$ cat config.mk
export PLATFORM = sky130hd
export DESIGN_NAME = moving_avg_divider
export DESIGN_NICKNAME = d
export VERILOG_FILES = /design/src/rtl/moving_avg_divider.sv
export SDC_FILE = /design/constraint.sdc
export NUM_CORES = 1
export LEC_CHECK = 0
export BUFFER_PORTS_ARGS = -buffer_cell sky130_fd_sc_hd__buf_4
export CAP_MARGIN = 15
export CORE_UTILIZATION = 56
export DETAILED_ROUTE_END_ITERATION = 6
export PLACE_DENSITY = 0.8
export SLEW_MARGIN = 20
export SYNTH_ARGS = -nofsm -noshare
export SYNTH_HDL_FRONTEND = slang
export SYNTH_SLANG_ARGS = --single-unit
$ cat constraint.sdc
create_clock -name CLK -period 1.75 [get_ports CLK]
set_input_delay 0.0875 -clock CLK [delete_from_list [all_inputs] [get_ports CLK]]
set_output_delay 0.0875 -clock CLK [all_outputs]
set_load 0.05 [all_outputs]
$ cat src/rtl/moving_avg_divider.sv
// ---------------------------------------------------------------------------
// moving_avg_divider
//
// Turns the running sum of a sample window into its average.
// The block uses a bit-serial restoring divider with one quotient bit per
// clock, so a division takes SUM_W cycles.
// Divide-by-zero is flagged rather than computed.
//
// Optional feature macro: AVG_ROUND_EN
//   - Defined:   the average is rounded half-up (2*REM >= N) before saturation.
//   - Undefined: the average is the truncated quotient.
//
// Ports
//   CLK    in   clock; all state updates on the rising edge
//   RESET  in   synchronous, active-high reset
//   Tsum   in   [SUM_W-1:0] running sum (dividend)
//   N      in   [3:0] number of valid samples (divisor), 0..14
//   START  in   request one division; only looked at in IDLE
//   BUSY   out  high while a request is in flight (DIV, FIN)
//   DONE   out  one-cycle pulse when AVG/REM/DIV0 are updated
//   AVG    out  [AVG_W-1:0] quotient, saturated to 2^AVG_W-1
//   REM    out  [3:0] true remainder Tsum mod N
//   DIV0   out  set when the accepted request had N = 0
//
// State | Meaning
// ------+--------------------------------------------------------------
// IDLE  | waiting for START; result registers hold the last answer
// DIV   | one restoring-division step per edge, SUM_W steps in total
// FIN   | results registered, DONE pulses; for N=0 the first FIN cycle
//       | loads the divide-by-zero result, and the second cycle pulses DONE
// ---------------------------------------------------------------------------
module moving_avg_divider #(
    parameter int SUM_W = 16,
    parameter int AVG_W = 12
) (
    input  logic             CLK,
    input  logic             RESET,
    input  logic [SUM_W-1:0] Tsum,
    input  logic [3:0]       N,
    input  logic             START,
    output logic             BUSY,
    output logic             DONE,
    output logic [AVG_W-1:0] AVG,
    output logic [3:0]       REM,
    output logic             DIV0
);

    localparam logic [4:0] LAST_CNT = 5'(SUM_W - 1);

    typedef enum logic [1:0] {
        IDLE = 2'd0,
        DIV  = 2'd1,
        FIN  = 2'd2
    } state_t;

    state_t state;
    state_t state_next;

    logic [SUM_W-1:0] dividend;
    logic [SUM_W-1:0] quot;
    logic [3:0]       divisor;
    logic [3:0]       rem_part;
    logic [4:0]       cnt;
    // Set once AVG/REM/DIV0 carry the new answer; DONE is FIN qualified by it.
    logic             res_valid;

    logic [4:0]       rem_shift;
    logic             step_ge;
    logic [3:0]       rem_step;
    logic [SUM_W-1:0] quot_step;
    logic             last_step;
    logic             round_up;
    logic [SUM_W:0]   q_ext;
    logic [AVG_W-1:0] avg_final;

    // One restoring step.
    // The partial remainder is always below the divisor (at most 14), so the
    // shifted value fits in 5 bits and the restored remainder fits in 4 bits.
    always_comb begin
        rem_shift = {rem_part, dividend[SUM_W-1]};
        step_ge   = (rem_shift >= {1'b0, divisor});
        rem_step  = step_ge ? 4'(rem_shift - {1'b0, divisor}) : rem_shift[3:0];
        quot_step = {quot[SUM_W-2:0], step_ge};
        last_step = (cnt == LAST_CNT);
    end

    // Final average, built from the last step's outputs.
    // One extra bit is kept so that a rounding carry out of the top is still
    // caught by the saturation check.
    always_comb begin
`ifdef AVG_ROUND_EN
        round_up = ({rem_step, 1'b0} >= {1'b0, divisor});
`else
        round_up = 1'b0;
`endif
        q_ext     = {1'b0, quot_step} + {{SUM_W{1'b0}}, round_up};
        avg_final = (|q_ext[SUM_W:AVG_W]) ? '1 : q_ext[AVG_W-1:0];
    end

    // State register
    always_ff @(posedge CLK) begin
        if (RESET) begin
            state <= IDLE;
        end else begin
            state <= state_next;
        end
    end

    // Next-state logic
    always_comb begin
        state_next = state;
        unique case (state)
            IDLE: begin
                if (START) begin
                    state_next = (N == 4'd0) ? FIN : DIV;
                end
            end
            DIV: begin
                if (last_step) begin
                    state_next = FIN;
                end
            end
            FIN: begin
                if (res_valid) begin
                    state_next = IDLE;
                end
            end
            default: state_next = IDLE;
        endcase
    end

    // Outputs
    always_comb begin
        BUSY = (state != IDLE);
        DONE = (state == FIN) && res_valid;
    end

    // Datapath and result registers
    always_ff @(posedge CLK) begin
        if (RESET) begin
            dividend  <= '0;
            quot      <= '0;
            divisor   <= '0;
            rem_part  <= '0;
            cnt       <= '0;
            res_valid <= 1'b0;
            AVG       <= '0;
            REM       <= '0;
            DIV0      <= 1'b0;
        end else begin
            unique case (state)
                IDLE: begin
                    if (START) begin
                        dividend  <= Tsum;
                        divisor   <= N;
                        quot      <= '0;
                        rem_part  <= '0;
                        cnt       <= '0;
                        res_valid <= 1'b0;
                    end
                end
                DIV: begin
                    dividend <= {dividend[SUM_W-2:0], 1'b0};
                    rem_part <= rem_step;
                    quot     <= quot_step;
                    cnt      <= cnt + 5'd1;
                    if (last_step) begin
                        AVG       <= avg_final;
                        REM       <= rem_step;
                        DIV0      <= 1'b0;
                        res_valid <= 1'b1;
                    end
                end
                FIN: begin
                    if (!res_valid) begin
                        AVG       <= '0;
                        REM       <= '0;
                        DIV0      <= 1'b1;
                        res_valid <= 1'b1;
                    end else begin
                        res_valid <= 1'b0;
                    end
                end
                default: ;
            endcase
        end
    end

endmodule

==> flow_metrics.tcl <==
set metrics [dict create \
    syn_area_per_cell_um2 8.57 \
    highest_layer "met4" \
    numCtsBuffers 9 \
    netlist.area_leader.share_pct 45.6 \
    max_slew_margin_pct 68.6 \
    wl_met3_um 273 \
    gr-total-overflow 0 \
    place_inst 435 \
    ir_drop_mv 1.07 \
    status "complete, no violations" \
    dpl_cell_area_um2 3260 \
    finClkSkew_ps 3.69 \
    remaining_drc_errors 0 \
    die_h_um 72.8 \
    multi_input_area_um2 1490 \
    cts_buffer_depth 2 \
    die_x_um 72.8 \
    post-route-period-util_pct 96.1 \
    rrSetupSlack_ps 70 \
    antenna_left 0 \
    pre_cts_ws_ps -193 \
    seq_power_share_pct 32.2 \
    clkTransAtPathRegs_ps 70 \
    postLayoutCoreUtil_pct 74.7 \
    critPathMaxFanout 5 \
    stdcell_area_um2 3570 \
    power_density_nw_per_um2 1640 \
    hold_violations 0 \
    ios 42 \
    crit_required_ps 2030 \
    synthCells 328 \
    start_util_pct 58.7 \
    firstDrtPassIters 5 \
    clock_latency_ps 340 \
    wl_met1_um 2830 \
    netlist_area_um2 2810 \
    r2r_cells 7 \
    antennaDiodeCount 0 \
    instances_no_fill 449 \
    synth.distinct_cells 48 \
    port_buffers 41 \
    vias 2516 \
    cts_htree_levels 3 \
    synth.area.top_cells "dfxtp_1 46%, nor2_1 5.3%, ha_1 4.5%, nand2_1 4.4%, a22oi_1 4.3%" \
    cts_sinks 64 \
    grt_pass1_vias 2361 \
    dpl.hpwl_um 3980 \
    nets 412 \
    leakage_nw 1.43 \
    seqCellArea_um2 1280 \
    yosysWarnings 0 \
    yosysSeqAreaShare_pct 45.6 \
    worstHoldPathCells 3 \
    syn_nets 362 \
    worst_slack_ps 67.8 \
    grt_max_degree 36 \
    grt_setup_unrepaired "false" \
    max_freq_mhz 594 \
    wl_um 6090 \
    gp_congestion 0.809 \
    p_int_w 0.00354 \
    p_switching_w 0.00233 \
    layout-drive-gt1-share_pct 25.7 \
    holdWs_ps 7.29 \
    cts_tree "built" \
    ys.flop_type "dfxtp_1" \
    hold_buffers 0 \
    viasPerCell 5.60 \
    grt_use_total_pct 25.3 \
    rows 25 \
    period_needed_ps 1680 \
    dr.first_iter.drc_count 208 \
    grt_pass1_wl_um 10200 \
    drv_slew 0 \
    worstMarginPinSlew_ps 469 \
    startpoint_type "register" \
    avgRoutedWirePerCell_um 13.6 \
    met2_length_um 2900 \
    antenna_found_initial 0 \
    fill_cells 370 \
    critPathArrivalTime_ps 1970 \
    crit_type "register to register" \
    root_buffer "clkbuf_8" \
    p_clk_share_pct 22.1 \
    comb_power_share_pct 45.7 \
    core_um2 4790 \
    die_area_um2 5310 \
    synth-async-reset-ratio_pct 0 \
    area_delta_synth_final_pct 27.2 \
    maxCapViolations 0 \
    synth_edf_count 0 \
    switching_share_pct 39.7 \
    synth_seq_cells 64 \
    hold_path_class "input pin to register" \
    synth_top_cell_by_area "dfxtp_1" \
    setup_viol 0 \
    worstSetupEndpointType "register" \
]
==> power groups by stage <==
stage	Combinational (W)	Sequential, W	Clock [W]
6_report	0.00269	0.00189	0.00130
4_1_cts	0.00259	0.00188	0.00131
3_5_place_dp	0.00248	0.00191	0
3_3_place_gp	0.00246	0.00190	0
2_1_floorplan	0.00162	0.00205	0
5_1_grt	0.00292	0.00192	0.00137
==> cell families after synthesis <==
logic type / synth area share, %
mux: 2.23
compound gates: 20.3
fa+ha+maj: 5.16
simple gates: 21.0
xor+xnor: 0.312
buf+inv: 5.43
flops: 45.6
==> registers in the layout (all words and copies together) (netlist names) <==
signal,cells
divisor,4
AVG,12
state,2
res_valid,1
REM,4
rem_part,4
dividend,16
DIV0,1
quot,15
cnt,5
==> what timing repair did <==
action | CTS | global route
endpoints found under the setup margin | 24 | 26
pin swaps | 1 | 3
setup buffers | 0 | 0
gates resized for setup | 12 | 14
endpoints found under the hold margin | 0 | 0
==> layout by cell type, fill, tap and decap left out, types with 5 or more instances in the layout <==
cell type  instances
dfxtp_1           61
buf_4             57
nor2_1            38
nand2_1           33
a21oi_1           21
a22oi_1           16
nor3_1            15
inv_1             13
clkbuf_8          12
o21ai_1           11
o22ai_1           11
ha_1               8
nand3_1            7
a211oi_1           5
o21ai_0            5
nand4_1            5
==> metrics by stage <==
step	setup TNS, ps	total power (W)
after floorplan	0	0.00367
final	0	0.00587
after detailed placement	-1740	0.00439
after global placement	-1300	0.00435
after global routing	0	0.00622
after CTS	0	0.00579
==> final cells by class <==
type	count	share of cell area, %
multi-input combinational	230	41.7
sequential	64	35.9
timing repair buffer	59	12.8
inverter	14	1.47
tap	67	2.35
clock inverter	3	1.12
clock buffer	12	4.62
==> critical path, cell delays in order, from the launching register on <==
cell,delay (ps)
dfxtp_2,360
ha_4,140
and3_4,190
ha_4,110
and2b_4,220
nor3_4,210
mux2_4,330
nor2_4,70
==> synthesized netlist by cell type (8+ instances only) <==
master and number:
nand2_1 33, nor3_1 16, o22ai_1 11, inv_1 13, nand3_1 8, dfxtp_1 64
buf_2 13, nor2_1 40, o21ai_1 11, a21oi_1 21, a22oi_1 16, ha_1 10
==> layer usage <==
metal / GRT usage (%) / vias up
met5: 0 / -
met4: 10.2 / 0
met3: 7.73 / 9
met2: 41.7 / 57
met1: 30.7 / 1175
li1: - / 1275
==> final timing paths <==
path           from         end
min reg2reg  AVG[6]      AVG[6]
max reg2reg  cnt[1]   res_valid
min            N[0]  divisor[0]
max          cnt[1]   res_valid
(Power assumes the default switching activity.)
